<file path="config.mk">
export PLATFORM = sky130hd
export DESIGN_NAME = clk_en_divider_bank_flat
export DESIGN_NICKNAME = d
export VERILOG_FILES = /design/src/rtl/clk_en_divider_bank_if.sv /design/src/rtl/clk_en_divider_bank.sv /design/src/flat_wrapper.sv
export SDC_FILE = /design/constraint.sdc
export NUM_CORES = 1
export LEC_CHECK = 0
export ABC_CLOCK_PERIOD_IN_PS = 3460
export CORE_MARGIN = 2
export CORE_UTILIZATION = 60
export CTS_CLUSTER_SIZE = 8
export DETAILED_ROUTE_END_ITERATION = 8
export PLACE_DENSITY = 0.78
export RECOVER_POWER = 100
export SYNTH_ARGS = -nofsm -noshare
export SYNTH_HDL_FRONTEND = slang
export SYNTH_SLANG_ARGS = --single-unit
</file>
<file path="constraint.sdc">
create_clock -name clk -period 3.46 [get_ports clk]
set_clock_uncertainty 0.15 [all_clocks]
set_input_delay 0.519 -clock clk [delete_from_list [all_inputs] [get_ports clk]]
set_output_delay 0.519 -clock clk [all_outputs]
set_load 0.005 [all_outputs]
</file>
<file path="src/rtl/clk_en_divider_bank_if.sv">
// ---------------------------------------------------------------------------
// clk_en_divider_bank_if
//   Configuration bus for the clock-enable divider bank.
//   Signals:
//     wr_en     one-cycle config write strobe
//     wr_ch     target channel of the write
//     wr_div    divisor to program (0 behaves as 1)
//     wr_ena    channel enable value carried by the write
//     wr_casc   cascade select value carried by the write (ignored for ch 0)
//     sync_clr  restart every channel in phase
//   Modports:
//     master    drives the bus (configuration source / testbench)
//     slave     receives the bus (divider bank)
// ---------------------------------------------------------------------------
interface clk_en_divider_bank_if #(
   parameter int NUM_CH = 4,
   parameter int CNT_W  = 17
);
   localparam int CH_W = (NUM_CH > 1) ? $clog2(NUM_CH) : 1;

   logic             wr_en;
   logic [CH_W-1:0]  wr_ch;
   logic [CNT_W-1:0] wr_div;
   logic             wr_ena;
   logic             wr_casc;
   logic             sync_clr;

   modport master (
      output wr_en, wr_ch, wr_div, wr_ena, wr_casc, sync_clr
   );

   modport slave (
      input  wr_en, wr_ch, wr_div, wr_ena, wr_casc, sync_clr
   );
endinterface

</file>
<file path="src/rtl/clk_en_divider_bank.sv">
// ---------------------------------------------------------------------------
// clk_en_divider_bank
//   Bank of NUM_CH independent, runtime-programmable clock-enable dividers
//   running entirely on the system clock. Each channel produces a one-cycle
//   tick per period and a 50%-duty square-wave enable. Channel i may count
//   ticks of channel i-1 (cascade) to reach large division ratios.
//   Ports:
//     clk     system clock, rising edge
//     rst     asynchronous active-low reset
//     cfg     configuration bus (slave modport): write strobe, channel,
//             divisor, enable, cascade select, sync_clr
//     tick_o  per-channel one-cycle pulse, registered
//     sq_o    per-channel square wave toggling on each tick, registered
// ---------------------------------------------------------------------------
module clk_en_divider_bank #(
   parameter int NUM_CH  = 4,
   parameter int CNT_W   = 17,
   parameter int DEF_DIV = 100000
) (
   input  logic                      clk,
   input  logic                      rst,
   clk_en_divider_bank_if.slave      cfg,
   output logic [NUM_CH-1:0]         tick_o,
   output logic [NUM_CH-1:0]         sq_o
);
   localparam int               CH_W      = (NUM_CH > 1) ? $clog2(NUM_CH) : 1;
   localparam logic [CNT_W-1:0] DEF_DIV_C = CNT_W'(DEF_DIV);
   localparam logic [CNT_W-1:0] ZERO_C    = {CNT_W{1'b0}};
   localparam logic [CNT_W-1:0] ONE_C     = CNT_W'(1);

   // Flop outputs of all channels gathered into vectors; the cascade source
   // of channel i is the registered tick of channel i-1.
   logic [NUM_CH-1:0] tick_s;
   logic [NUM_CH-1:0] sq_s;

   assign tick_o = tick_s;
   assign sq_o   = sq_s;

   for (genvar gi = 0; gi < NUM_CH; gi++) begin : g_ch
      localparam bit HAS_SRC_C = (gi > 0);

      logic [CNT_W-1:0] cnt_q,  cnt_d;
      logic [CNT_W-1:0] act_q,  act_d;
      logic [CNT_W-1:0] pend_q, pend_d;
      logic             en_q,   en_d;
      logic             casc_q, casc_d;
      logic             tick_q, tick_d;
      logic             sq_q,   sq_d;
      logic [CNT_W-1:0] new_div_s;
      logic             wr_hit_s;
      logic             src_tick_s;
      logic             adv_s;
      logic             terminal_s;

      if (HAS_SRC_C) begin : g_src
         assign src_tick_s = tick_s[gi-1];
      end else begin : g_nosrc
         assign src_tick_s = 1'b0;
      end

      // An out-of-range wr_ch never matches any channel index, so it is dropped.
      assign wr_hit_s   = cfg.wr_en && (cfg.wr_ch == CH_W'(gi));
      assign new_div_s  = (cfg.wr_div == ZERO_C) ? ONE_C : cfg.wr_div;
      assign adv_s      = en_q && (casc_q ? src_tick_s : 1'b1);
      // act_q is never zero, so act_q-1 cannot wrap.
      assign terminal_s = (cnt_q == (act_q - ONE_C));

      // Next-state: config capture, then sync_clr > enable-edge write > advance.
      always_comb begin
         cnt_d  = cnt_q;
         act_d  = act_q;
         pend_d = pend_q;
         en_d   = en_q;
         casc_d = casc_q;
         tick_d = 1'b0;
         sq_d   = sq_q;

         if (wr_hit_s) begin
            pend_d = new_div_s;
            en_d   = cfg.wr_ena;
            casc_d = HAS_SRC_C ? cfg.wr_casc : 1'b0;
         end else begin
            pend_d = pend_q;
            en_d   = en_q;
            casc_d = casc_q;
         end

         if (cfg.sync_clr) begin
            // pend_d already reflects a same-cycle write to this channel.
            cnt_d  = ZERO_C;
            tick_d = 1'b0;
            sq_d   = 1'b0;
            act_d  = pend_d;
         end else if (wr_hit_s && !(en_q && cfg.wr_ena)) begin
            // Enable edge or write to an idle channel: restart with new divisor.
            cnt_d  = ZERO_C;
            tick_d = 1'b0;
            act_d  = new_div_s;
            if (en_q) begin
               sq_d = 1'b0;
            end else begin
               sq_d = sq_q;
            end
         end else if (adv_s && terminal_s) begin
            // Period completes at the old divisor; the pending one (as it was
            // before any same-edge write) takes over from here.
            cnt_d  = ZERO_C;
            tick_d = 1'b1;
            sq_d   = ~sq_q;
            act_d  = pend_q;
         end else if (adv_s) begin
            cnt_d  = cnt_q + ONE_C;
            tick_d = 1'b0;
         end else begin
            cnt_d  = cnt_q;
            tick_d = 1'b0;
         end
      end

      // Channel state registers with asynchronous active-low reset.
      always_ff @(posedge clk or negedge rst) begin
         if (!rst) begin
            cnt_q  <= ZERO_C;
            act_q  <= DEF_DIV_C;
            pend_q <= DEF_DIV_C;
            en_q   <= 1'b0;
            casc_q <= 1'b0;
            tick_q <= 1'b0;
            sq_q   <= 1'b0;
         end else begin
            cnt_q  <= cnt_d;
            act_q  <= act_d;
            pend_q <= pend_d;
            en_q   <= en_d;
            casc_q <= casc_d;
            tick_q <= tick_d;
            sq_q   <= sq_d;
         end
      end

      assign tick_s[gi] = tick_q;
      assign sq_s[gi]   = sq_q;
   end
endmodule

</file>
<file path="src/flat_wrapper.sv">
// flat-port wrapper written by rule: the top's interface ports become plain ports
module clk_en_divider_bank_flat 
#(
   parameter int NUM_CH  = 4,
   parameter int CNT_W   = 17,
   parameter int DEF_DIV = 100000
)
  (clk, rst, tick_o, sq_o, cfg_wr_en, cfg_wr_ch, cfg_wr_div, cfg_wr_ena, cfg_wr_casc, cfg_sync_clr);
  clk_en_divider_bank_if #(.NUM_CH(NUM_CH), .CNT_W(CNT_W)) cfg_i ();
  input  logic clk;
  input  logic rst;
  output logic [NUM_CH-1:0] tick_o;
  output logic [NUM_CH-1:0] sq_o;
  input wire logic [$bits(cfg_i.wr_en)-1:0] cfg_wr_en;
  input wire logic [$bits(cfg_i.wr_ch)-1:0] cfg_wr_ch;
  input wire logic [$bits(cfg_i.wr_div)-1:0] cfg_wr_div;
  input wire logic [$bits(cfg_i.wr_ena)-1:0] cfg_wr_ena;
  input wire logic [$bits(cfg_i.wr_casc)-1:0] cfg_wr_casc;
  input wire logic [$bits(cfg_i.sync_clr)-1:0] cfg_sync_clr;
  assign cfg_i.wr_en = cfg_wr_en;
  assign cfg_i.wr_ch = cfg_wr_ch;
  assign cfg_i.wr_div = cfg_wr_div;
  assign cfg_i.wr_ena = cfg_wr_ena;
  assign cfg_i.wr_casc = cfg_wr_casc;
  assign cfg_i.sync_clr = cfg_sync_clr;
  clk_en_divider_bank #(.NUM_CH(NUM_CH), .CNT_W(CNT_W), .DEF_DIV(DEF_DIV)) u_core (.clk(clk), .rst(rst), .cfg(cfg_i), .tick_o(tick_o), .sq_o(sq_o));
endmodule
</file>
* After elaboration in Yosys (flattened, before gate mapping) *
Cells that the tools add are included.
W data, S select, Z words.

storage, ports and cells
  output and inout bits = 8
  bits in latches = 0
  logic and storage cells = 151
  bits in read-only memories = 0
  memories kept = 0
  register bits after elaboration = 219
  RAM bits = 0
  bits of input ports = 25

operators by class
  shift-type cells = 0
  equal/unequal tests = 11
  reductions and logical operators = 37
  order comparisons = 0
  multiply operators = 0
  divide/modulo/power cells = 0
  $add $sub $neg = 8
  bitwise operators = 4
  muxes and demuxes = 64

operators by type and width
  operator                 number
  $mux W17                 33
  $add A17 B1 Y17 const B  4
  $eq A17 B17 Y1           4
  $sub A17 B1 Y17 const B  4
  $mux W1                  31
  $logic_and A1 B1 Y1      19
  $logic_not A17 Y1        1
  $reduce_bool A4 Y1       4
  $ne A3 B2 Y1 const B     4
  $reduce_bool A3 Y1       4
  $reduce_and A2 Y1        4
  $eq A2 B2 Y1 const B     2
  $logic_not A1 Y1         4
  $not A1 Y1               4
  $eq A2 B1 Y1 const B     1
  $logic_not A2 Y1         1

* Logic depth before layout (Yosys ltp) *
  depth after elaboration = 6
  depth in mapped cells = 13
  depth with buffers taken out = 10

* Least setup slack after synthesis *
Ideal clock, no wire load.

  path type = register to register
  start = register u_core.g_ch[2].act_q[0]
  end = register u_core.g_ch[2].act_q[11]
  arrival time = 2.928 ns
  slack = 0.254 ns
  cell stages (with the launch flop) = 12
  setup time = 0.127 ns
  path buffers = 1
  clock period less this slack = 3.206 ns
  data required time = 3.183 ns
  cell sequence = dfrtp_1 -> inv_1 -> ha_1 -> or4b_4 -> or4_1 -> o311ai_1 -> nor2_1 -> nor4_2 -> nand4_1 -> nand2_2 -> buf_6 -> mux2_1

on the way
  word-level cells in the longest chain between the ends = 4

ends and longest elaborated chain
  item                                 RTL line                    RTL
  from (decl)                          clk_en_divider_bank.sv:43   logic [CNT_W-1:0] act_q, act_d;
  from (signal assigned)               clk_en_divider_bank.sv:132  act_q <= act_d;
  $sub A17 B1 Y17                      clk_en_divider_bank.sv:66   assign terminal_s = (cnt_q == (act_q - ONE_C));
  $eq A17 B17 Y1                       clk_en_divider_bank.sv:66
  $logic_and A1 B1 Y1                  clk_en_divider_bank.sv:104  end else if (adv_s && terminal_s) begin
  $reduce_bool A3 Y1 (no source line)  --

No other way between the ends.
A chain may end at the register's enable or synchronous reset.

* Final worst setup path *
  start = register u_core.g_ch[2].act_q[0]
  end = register u_core.g_ch[2].act_q[8]

The elaborated chain is that of the path after synthesis.

==> impl_metrics.csv <==
group,metric,value,unit
layout,stdcell_count,1566,
power_and_ir_drop,total_power,7675,uW
critical_path,crit_family,"simple AND/OR/NAND/NOR gates",
clock_network,cts.sinks,219,
critical_path,worstPathRequired,3730,ps
sta,max_freq,305.2,MHz
logic_synthesis,synthArstFlopShare,100.0,%
sta,slew_headroom,-0.4448,%
drt,drt_wl_total,27.60,mm
floorplan,dieArea,21920,um^2
global_routing,grt_pass1_vias,9114,
logic_synthesis,ys_warn_count,0,
sta,period_needed,3277,ps
clock_network,clk_latency,550,ps
critical_path,max_stage_delay,520,ps
clock_network,clkSlewWorstSetupHoldPaths,50,ps
logic_synthesis,yosysUniqueCellTypes,74,
flow_run,maxCapViolCount,0,
global_routing,grt_max_degree,111,
placed_design,dp_hpwl,18.96,mm
global_routing,antenna_found_initial,1,
critical_path,worstPathMaxFanout,17,
clock_network,cts_tree,"done",
layout,diodes,0,
critical_path,cp_slowest_cell,"or4_1",
placed_design,routabilityCongestion,0.8946,
drt,route.detailed.drc,0,
power_and_ir_drop,ir_drop,386.8,uV
global_routing,track_usage,25.49,%
layout,final_nets,1304,
floorplan,start_util,61.33,%
floorplan,die_h,148.0,um
logic_synthesis,netlist_area,12450,um^2
clock_network,cts_root_buf,"clkbuf_16",
layout,drive_gt1_share,19.75,%
drt,wire_per_inst,17.63,um
sta,min_period_over_period,94.70,%
sta,setup_viol_count_final,0,
sta,finalHoldViolations,0,
sta,tns,0,ps
floorplan,pin_count,33,
logic_synthesis,ys_seq_area_share,44.50,%
sta,slew_violations,85,
critical_path,critical_path.cell_chain,"inv_1 > ha_2 > or4b_4 > or4_1 > o311ai_1 > nor2_1 > nor4_2 > nand4_1 > nand2_2 > buf_12 > mux2_1",
logic_synthesis,ys_ff_latch,219,
drt,num_vias,9207,
critical_path,r2r_slack,180,ps
floorplan,rows,52,
layout,area_growth,12.93,%
drt,drt-initial-drc-count,516,
logic_synthesis,yosys_most_used_dff,"dfrtp_1",
logic_synthesis,postSynthCellCount,1228,
drt,ant_nets,0,
placed_design,portBuffers,32,
clock_network,htree_levels,1,
clock_network,cts_buffers,31,
logic_synthesis,avgSynthCellArea,10.14,um^2
floorplan,core,20300,um^2
critical_path,crit_path_end_kind,"flop",
critical_path,startpoint_type,"flop",
critical_path,crit_buf_inv,2,
critical_path,path_class,"reg -> reg",
drt,vias_per_cell,5.879,
placed_design,placed_cells,1502,
logic_synthesis,synth_edf_count,0,
global_routing,grt_pass1_wl,45.82,mm
floorplan,dieWidth,148.0,um
drt,first_pass_iters,5,
outcome,status,"finished, violations left",
worst_hold_path,hold_class,"reg -> reg",
logic_synthesis,synth_nets,1261,
outcome,violations,"max-slew violations",
global_routing,overflow,0,
sta,worstMarginPinSlew,1507,ps
clock_network,cts_buffer_depth,3,
power_and_ir_drop,p_per_area,545.9,nW/um^2
critical_path,cp.arrival,3550,ps
power_and_ir_drop,leakage,0.005984,uW
==> power by group <==
| group | switching, uW | internal, uW | leakage (uW) | total [uW] |
|---|---|---|---|---|
| Clock | 1080 | 1670 | 0.000416 | 2740 |
| Combinational | 772 | 766 | 0.00287 | 1540 |
| Sequential | 394 | 3000 | 0.00270 | 3390 |
==> final timing paths <==
| kind | end | start | cells after the start |
|---|---|---|---|
| max | u_core.g_ch[2].act_q[8] | u_core.g_ch[2].act_q[0] | 11 |
| min | u_core.g_ch[3].pend_q[10] | u_core.g_ch[3].pend_q[10] | 2 |
| max reg2reg | u_core.g_ch[2].act_q[8] | u_core.g_ch[2].act_q[0] | 11 |
| min reg2reg | u_core.g_ch[3].pend_q[10] | u_core.g_ch[3].pend_q[10] | 2 |
| max in group asynchronous | u_core.g_ch[2].cnt_q[1] | rst | 3 |
| min in group asynchronous | u_core.g_ch[1].cnt_q[8] | rst | 2 |
==> repair_timing <==
item	4_1_cts	5_1_grt
hold endpoints to repair	78	0
gates cloned	0	1
gates resized for setup	0	5
hold buffers	1	0
pin swaps	1	3
endpoints found under the setup margin	1	44
setup buffers	1	3
==> synth_stat cells (5+ instances only) <==
master    count  area share, %
nand2_1     123            3.7
o21ai_0      18           0.72
nor3_1       25            1.0
mux2i_1      46            3.7
buf_4        11           0.66
inv_1        23           0.69
buf_2        15           0.60
nand2b_1     10           0.50
nor3b_1       6           0.36
nor2b_1      11           0.55
nand4b_1      8           0.56
o31ai_1       5           0.30
nand4_1      28            1.4
ha_1          8           0.80
nor4_1       13           0.65
xor2_1       72            5.1
mux2_1       28            2.5
clkbuf_1     40            1.2
and3_1       17           0.85
mux2_2      109            9.9
a21oi_1      35            1.4
a31oi_1       8           0.40
xnor2_1      71            5.0
or3_1         6           0.30
nor2_1      139            4.2
dfrtp_1     171             34
dfstp_2      48             10
nand3b_1     12           0.72
nand3_1      30            1.2
==> layer usage <==
metal | vias to the layer above | part of all wire (%) | track usage [%]
li1 | 4371 | - | -
met1 | 4576 | 45 | 35.01
met2 | 210 | 49 | 43.26
met3 | 48 | 3.9 | 3.333
met4 | 2 | 2.1 | 6.333
met5 | - | 0.047 | 0
==> cells by family (layout without fill, tap and decap cells) <==
| family | count (synthesis) | count (layout) | share of synthesized area (%) |
|---|---|---|---|
| xor gates and xnor gates | 143 | 143 | 10.06 |
| DFF | 219 | 219 | 44.50 |
| AOI/OAI and AO/OA | 112 | 112 | 5.839 |
| muxes | 183 | 183 | 16.09 |
| adders and majority gates | 8 | 8 | 0.8041 |
| buffers and inverters | 96 | 164 | 3.568 |
| and+or+nand+nor | 467 | 467 | 19.14 |
==> state kept, by name, summed over array words and instances (netlist names) <==
signal	cells
u_core.g_ch.casc_q	3
u_core.g_ch.sq_q	4
u_core.g_ch.tick_q	4
u_core.g_ch.act_q	68
u_core.g_ch.pend_q	68
u_core.g_ch.en_q	4
u_core.g_ch.cnt_q	68
==> tightest hold or removal path, cell delays in order (launching register included) <==
cell     delay (ps)
dfstp_2         360
nand2_1          50
nand2_1          50
==> layout make-up <==
cell class              count  area, um^2
clock buffers              56       869.6
clock inverters             2       16.27
fillers                  1575        6240
inverters                  23       86.33
multi-input cells         913        6489
flip-flops and latches    219        5540
well taps                 270       337.8
repair buffers             83       720.7
==> cell usage in the layout (no fill, tap or decap), types with 7 or more instances in the layout <==
master,n
dfrtp_1,171
mux2_1,28
xnor2_1,71
o21ai_0,18
buf_4,37
mux2_2,109
ha_1,7
nand4b_1,8
a21oi_1,35
nand3_1,30
nor2b_1,11
mux2i_1,46
nor4_1,13
nand2b_1,10
nand3b_1,12
nand2_1,123
inv_1,23
dfstp_2,48
nor2_1,139
and3_1,17
xor2_1,72
clkdlybuf4s50_1,22
clkbuf_1,30
clkbuf_16,32
nand4_1,28
a31oi_1,8
nor3_1,25
dlygate4sd3_1,10
==> per-stage QoR <==
step	hold WS [ps]	utilization [%]	cell area, um^2	setup WS (ps)
global route	324.0	69.26	14060	-1.579
finish	308.4	69.26	14060	183.4
detailed placement	298.8	64.81	13160	12.68
global placement	294.1	64.81	13160	156.8
CTS	306.3	69.26	14060	41.83
floorplan	73.41	-	12450	254.2
No activity file was read; power rests on OpenSTA's default activity.
